### config.mk
export PLATFORM = sky130hd
export DESIGN_NAME = bcd_counter_multi
export DESIGN_NICKNAME = d
export VERILOG_FILES = /design/src/rtl/bcd_pkg.sv /design/src/rtl/bcd_digit.sv /design/src/rtl/bcd_counter_multi.sv
export SDC_FILE = /design/constraint.sdc
export NUM_CORES = 1
export LEC_CHECK = 0
export BUFFER_PORTS_ARGS = -buffer_cell sky130_fd_sc_hd__buf_2
export CORE_MARGIN = 3
export CORE_UTILIZATION = 52
export DETAILED_ROUTE_END_ITERATION = 10
export HOLD_SLACK_MARGIN = 0.05
export PLACE_DENSITY = 0.94
export SLEW_MARGIN = 20
export SYNTH_ARGS = -nofsm -noshare
export SYNTH_HDL_FRONTEND = slang
export SYNTH_SLANG_ARGS = --single-unit
### constraint.sdc
create_clock -name clk -period 2.7 [get_ports clk]
set_input_delay 0.27 -clock clk [delete_from_list [all_inputs] [get_ports clk]]
set_output_delay 0.27 -clock clk [all_outputs]
set_load 0.005 [all_outputs]
### src/rtl/bcd_pkg.sv
// Shared types, limits and 7-segment decode for the multi-digit BCD counter.
package bcd_pkg;

    typedef logic [3:0] bcd_digit_t;
    typedef logic [7:0] seg_t;

    localparam bcd_digit_t BCD_MAX = 4'd9;

    // Active-low patterns, bit7 = decimal point (held off)
    localparam seg_t SEG_LUT [10] = '{
        8'hC0, 8'hF9, 8'hA4, 8'hB0, 8'h99,
        8'h92, 8'h82, 8'hF8, 8'h80, 8'h90
    };

    localparam seg_t SEG_BLANK = 8'hFF;

    function automatic seg_t bcd_to_seg(input bcd_digit_t d);
        seg_t s;
        s = SEG_BLANK;
        if (d <= BCD_MAX)
            s = SEG_LUT[d];
        return s;
    endfunction

endpackage

### src/rtl/bcd_digit.sv
// One BCD digit register; wrap flags the digit sitting at its terminal value
// for the current direction, so the top can chain it into the next digit's step.
module bcd_digit
    import bcd_pkg::*;
(
    input  logic       clk,
    input  logic       rst,
    input  logic       load,
    input  bcd_digit_t ld_val,
    input  logic       step,
    input  logic       up_dn,
    output bcd_digit_t value,
    output logic       wrap
);

    always_comb begin
        wrap = up_dn ? (value == BCD_MAX) : (value == 4'd0);
    end

    always_ff @(posedge clk or negedge rst) begin
        if (!rst) begin
            value <= '0;
        end else if (load) begin
            value <= ld_val;
        end else if (step) begin
            if (up_dn)
                value <= wrap ? 4'd0 : value + 4'd1;
            else
                value <= wrap ? BCD_MAX : value - 4'd1;
        end
    end

endmodule

### src/rtl/bcd_counter_multi.sv
// Multi-digit BCD up/down counter with parallel load, terminal count and
// per-digit 7-segment decode. Define BCD_SATURATE_EN to saturate instead of wrap.
module bcd_counter_multi
    import bcd_pkg::*;
#(
    parameter int DIGITS         = 4,
    parameter bit SEG_ACTIVE_LOW = 1'b1
) (
    input  logic                  clk,
    input  logic                  rst,
    input  logic                  en,
    input  logic                  up_dn,
    input  logic                  load,
    input  logic [4*DIGITS-1:0]   data,
    output logic [4*DIGITS-1:0]   q,
    output logic                  tc,
    output logic                  load_err,
    output logic [8*DIGITS-1:0]   disp
);

    localparam seg_t SEG_INV = SEG_ACTIVE_LOW ? 8'h00 : 8'hFF;

    logic [DIGITS-1:0][3:0] dval;
    logic [DIGITS-1:0][3:0] ldv;
    logic [DIGITS-1:0][3:0] qd;
    logic [DIGITS-1:0]      bad;
    logic [DIGITS-1:0]      wrap;
    logic [DIGITS-1:0]      step;
    logic                   all_term;
    logic                   cnt_ok;

    assign dval     = data;
    assign q        = qd;
    assign all_term = &wrap;
    assign cnt_ok   = en & ~load;
    assign tc       = cnt_ok & all_term;

`ifdef BCD_SATURATE_EN
    // Suppressing the first step freezes the whole ripple chain at the limit
    assign step[0] = cnt_ok & ~all_term;
`else
    assign step[0] = cnt_ok;
`endif

    for (genvar i = 0; i < DIGITS; i++) begin : g_dig
        assign bad[i] = (dval[i] > BCD_MAX);
        assign ldv[i] = bad[i] ? 4'd0 : dval[i];

        if (i < DIGITS - 1) begin : g_carry
            assign step[i+1] = step[i] & wrap[i];
        end

        bcd_digit u_dig (
            .clk    (clk),
            .rst    (rst),
            .load   (load),
            .ld_val (ldv[i]),
            .step   (step[i]),
            .up_dn  (up_dn),
            .value  (qd[i]),
            .wrap   (wrap[i])
        );

        assign disp[8*i +: 8] = bcd_to_seg(qd[i]) ^ SEG_INV;
    end

    always_ff @(posedge clk or negedge rst) begin
        if (!rst)
            load_err <= 1'b0;
        else
            load_err <= load & (|bad);
    end

endmodule

==> flow_summary_export.csv <==
group,metric,value,unit
critical_path,reg2regPathDepth,8,
finish,final_nets,396,
critical_path,reg2reg_to,"g_dig[3].u_dig.value[0]",
yosys,synth-edff-count,0,
power_and_ir_drop,p_int,0.674,mW
hold_path,hold_class,"primary input to register",
floorplanning,start_util,56.4,%
floorplanning,num_rows,22,
sta,setup_ws,0.160,ns
finish,fin_area,2540,µm²
yosys,seq_area_frac_synth,19.6,%
placed_design,gp_congestion,0.928,
critical_path,startpoint,"g_dig[1].u_dig.value[0]",
yosys,synthFlopType,"dfrtp_1",
critical_path,crit_arrival,2.27,ns
clocking,ctsLongestPathBuffers,2,
floorplanning,die_y,70.6,µm
sta,fin_crit,2.54,ns
global_routing,antenna_found_initial,0,
power_and_ir_drop,p_sw,0.518,mW
clocking,htree_levels,1,
power_and_ir_drop,clkPwrFrac,16.2,%
detailed_routing,vias,2405,
sta,setup-tns-final,0,ns
sta,rsz0062_at_grt,"false",
critical_path,crit_path_start_kind,"register",
sta,relSlewSlack,59.3,%
critical_path,critPathCapture,"tc",
critical_path,crit_type,"register to output pin",
clocking,cts.clk_slew.worst_paths,0.07,ns
critical_path,required,2.43,ns
critical_path,cp.depth,8,
global_routing,grt_max_degree,24,
clocking,clock_sinks,17,
placed_design,dpl-instance-area,2490,µm²
job,drv_cap,0,
yosys,syn-cell-area,2170,µm²
finish,drive_gt1_share,24.3,%
placed_design,placedCellCount,397,
critical_path,path_cells,"inv_2 -> ha_1 -> or3b_4 -> a21oi_4 -> and2_4 -> nand3_1 -> nor2_1 -> buf_2",
detailed_routing,first_iter_violations,167,
critical_path,r2r_start,"g_dig[0].u_dig.value[0]",
sta,drv_slew,0,
yosys,ys_async_sr_fraction,100,%
critical_path,crit_buf_inv,2,
sta,fin_crit_sh,94.1,%
placed_design,place.port_buffers,66,
clocking,cts_tree,"built",
floorplanning,die_w,70.6,µm
sta,tightest_slew,0.602,ns
detailed_routing,vias_per_cell,5.98,
sta,hold_violations,0,
critical_path,max_stage_delay,0.47,ns
detailed_routing,ant_nets,0,
yosys,synth_cell_types,55,
power_and_ir_drop,p_per_area,469,nW/µm²
detailed_routing,post_drt_wl_per_cell,14.5,µm
sta,fmax,0.394,GHz
global_routing,first_global_vias,2144,
global_routing,grt_overflow_total,0,
power_and_ir_drop,switching_share,43.5,%
placed_design,place_ws,0.413,ns
clocking,clk_latency,0.25,ns
yosys,yosysWarnings,0,
yosys,syn_area_per_cell,7.29,µm²
sta,setup_viol,0,
global_routing,grtUsageTotal,21.9,%
critical_path,crit_slowest_cell,"dfrtp_1",
power_and_ir_drop,p_leak,1.22,nW
critical_path,crit_family,"simple AND/OR/NAND/NOR gates",
yosys,ys_ff_latch,17,
clocking,cts_setup_buffers,0,
detailed_routing,drt_pass1_iterations,5,
finish,final_cells,402,
detailed_routing,drcViolationCount,0,
placed_design,dp_hpwl,4450,µm
yosys,synthCells,298,
power_and_ir_drop,comb_power_share,53.1,%
clocking,root_buffer,"clkbuf_8",
critical_path,r2r_slack,0.39,ns
critical_path,end_kind,"output pin",
sta,fin_skew,0.000599,ns
global_routing,grt_pass1_wl,9320,µm
power_and_ir_drop,pwr-share-seq,30.7,%
floorplanning,ioPinCount,71,
floorplanning,core_area,3850,µm²
clocking,cts_buffers,3,
finish,antenna_cells,0,
status,status,"completed",
power_and_ir_drop,ir_drop,325,µV
detailed_routing,drt_wl_total,5820,µm
finish,areaGrowthSynthToFinish,17.1,%
finish,nFillCells,345,
critical_path,crit_path_max_fanout,7,
floorplanning,die_area,4990,µm²
worst register-to-register path, delay by kind of cell, from the launching register on:
| kind | cells | cell delay, ns |
|---|---|---|
| AOI/OAI and AO/OA | 4 | 0.65 |
| adders and majority gates | 1 | 0.26 |
| buffers and inverters | 2 | 0.42 |
| DFF | 1 | 0.46 |
| and+or+nand+nor | 1 | 0.42 |
layout by cell type (no fill, tap or decap), drive strengths merged, types with 5 or more instances in the layout:
| cell type | n |
|---|---|
| buf | 69 |
| a21oi | 41 |
| nor2 | 27 |
| o21ai | 26 |
| nand2 | 23 |
| inv | 22 |
| ha | 20 |
| dfrtp | 17 |
| nand3 | 13 |
| a31oi | 8 |
| nand2b | 7 |
| nor3 | 6 |
| a211oi | 5 |
state kept, by name (all words and copies together), names as in the netlist:
name               cells
g_dig.u_dig.value     16
load_err               1
how the worst min path moves through the flow:
stage / startpoint / endpoint / slack [ns] / depth (start not counted)
2_1_floorplan: rst / g_dig[0].u_dig.value[0] / -0.03 / 0
3_3_place_gp: rst / g_dig[3].u_dig.value[0] / 0.21 / 1
3_5_place_dp: rst / g_dig[2].u_dig.value[2] / 0.21 / 1
4_1_cts: data[2] / g_dig[0].u_dig.value[3] / 0.23 / 2
5_1_grt: data[2] / g_dig[0].u_dig.value[3] / 0.23 / 2
6_report: data[2] / g_dig[0].u_dig.value[3] / 0.23 / 2
power groups by stage:
stage | Clock (mW) | Combinational (mW) | Sequential (mW)
after floorplan | 0 | 0.440 | 0.331
after global routing | 0.203 | 0.705 | 0.377
final | 0.193 | 0.633 | 0.366
after CTS | 0.196 | 0.632 | 0.364
after detailed placement | 0 | 0.626 | 0.368
after global placement | 0 | 0.607 | 0.366
final cells by class:
| type | count | area, µm² | area share [%] |
|---|---|---|---|
| clock inverter | 1 | 5.00 | 0.197 |
| clock buffer | 3 | 41.3 | 1.62 |
| inverter | 22 | 82.6 | 3.25 |
| timing repair buffer | 70 | 363 | 14.3 |
| sequential | 17 | 425 | 16.7 |
| tap | 48 | 60.1 | 2.36 |
| multi-input combinational | 241 | 1570 | 61.6 |
per-layer routing:
layer | GRT usage [%] | vias up | share of wire, %
met4 | 4.80 | 0 | 0.58
li1 | - | 1185 | -
met2 | 40.3 | 90 | 51
met3 | 3.41 | 4 | 6.6
met1 | 26.8 | 1126 | 42
met5 | 0 | - | 0
repair_timing:
item | CTS | global route
hold buffers | 1 | 0
endpoints found under the setup margin | 0 | 1
resized for setup | 0 | 2
endpoints found under the hold margin | 17 | 0
Yosys cell counts, drive strengths merged (2+ instances only):
library cell	count	share of area, %
a21oi	41	11
nor2	27	4.7
o21ai	26	6.0
nand2	23	4.0
inv	22	3.8
ha	20	12
dfrtp	17	20
nand3	13	3.0
clkbuf	11	1.9
buf	10	3.1
a31oi	8	3.0
nand2b	7	2.0
nor3	6	1.4
a211oi	5	1.7
and3	4	1.2
mux2i	4	1.8
nor2b	4	1.2
a22oi	3	1.3
nor4	3	0.86
o21bai	3	1.0
o22a	3	1.2
o22ai	3	0.86
o32ai	3	1.2
or3b	3	1.4
xnor2	3	1.2
a21boi	2	0.69
a221oi	2	0.81
a32oi	2	0.81
mux2	2	1.0
o31ai	2	0.69
xor2	2	0.81
through the flow:
step / hold slack (ns) / util [%] / total power, mW
6_report: 0.230 / 66.0 / 1.19
5_1_grt: 0.234 / 66.0 / 1.28
4_1_cts: 0.229 / 66.0 / 1.19
3_5_place_dp: 0.212 / 64.5 / 0.995
3_3_place_gp: 0.206 / 64.5 / 0.973
2_1_floorplan: -0.0256 / - / 0.771
kinds of logic (layout without fill, tap and decap cells):
kind of cell	count (synthesis)	after routing	share of synthesized area, %
xor+xnor	5	5	2.02
compound gates	113	113	34.2
mux	6	6	2.88
simple gates	93	93	20.8
fa+ha+maj	20	20	11.5
flops	17	17	19.6
other cells	1	4	0.173
buf+inv	43	96	8.81
Note: power is estimated with default switching activity, not from simulation.
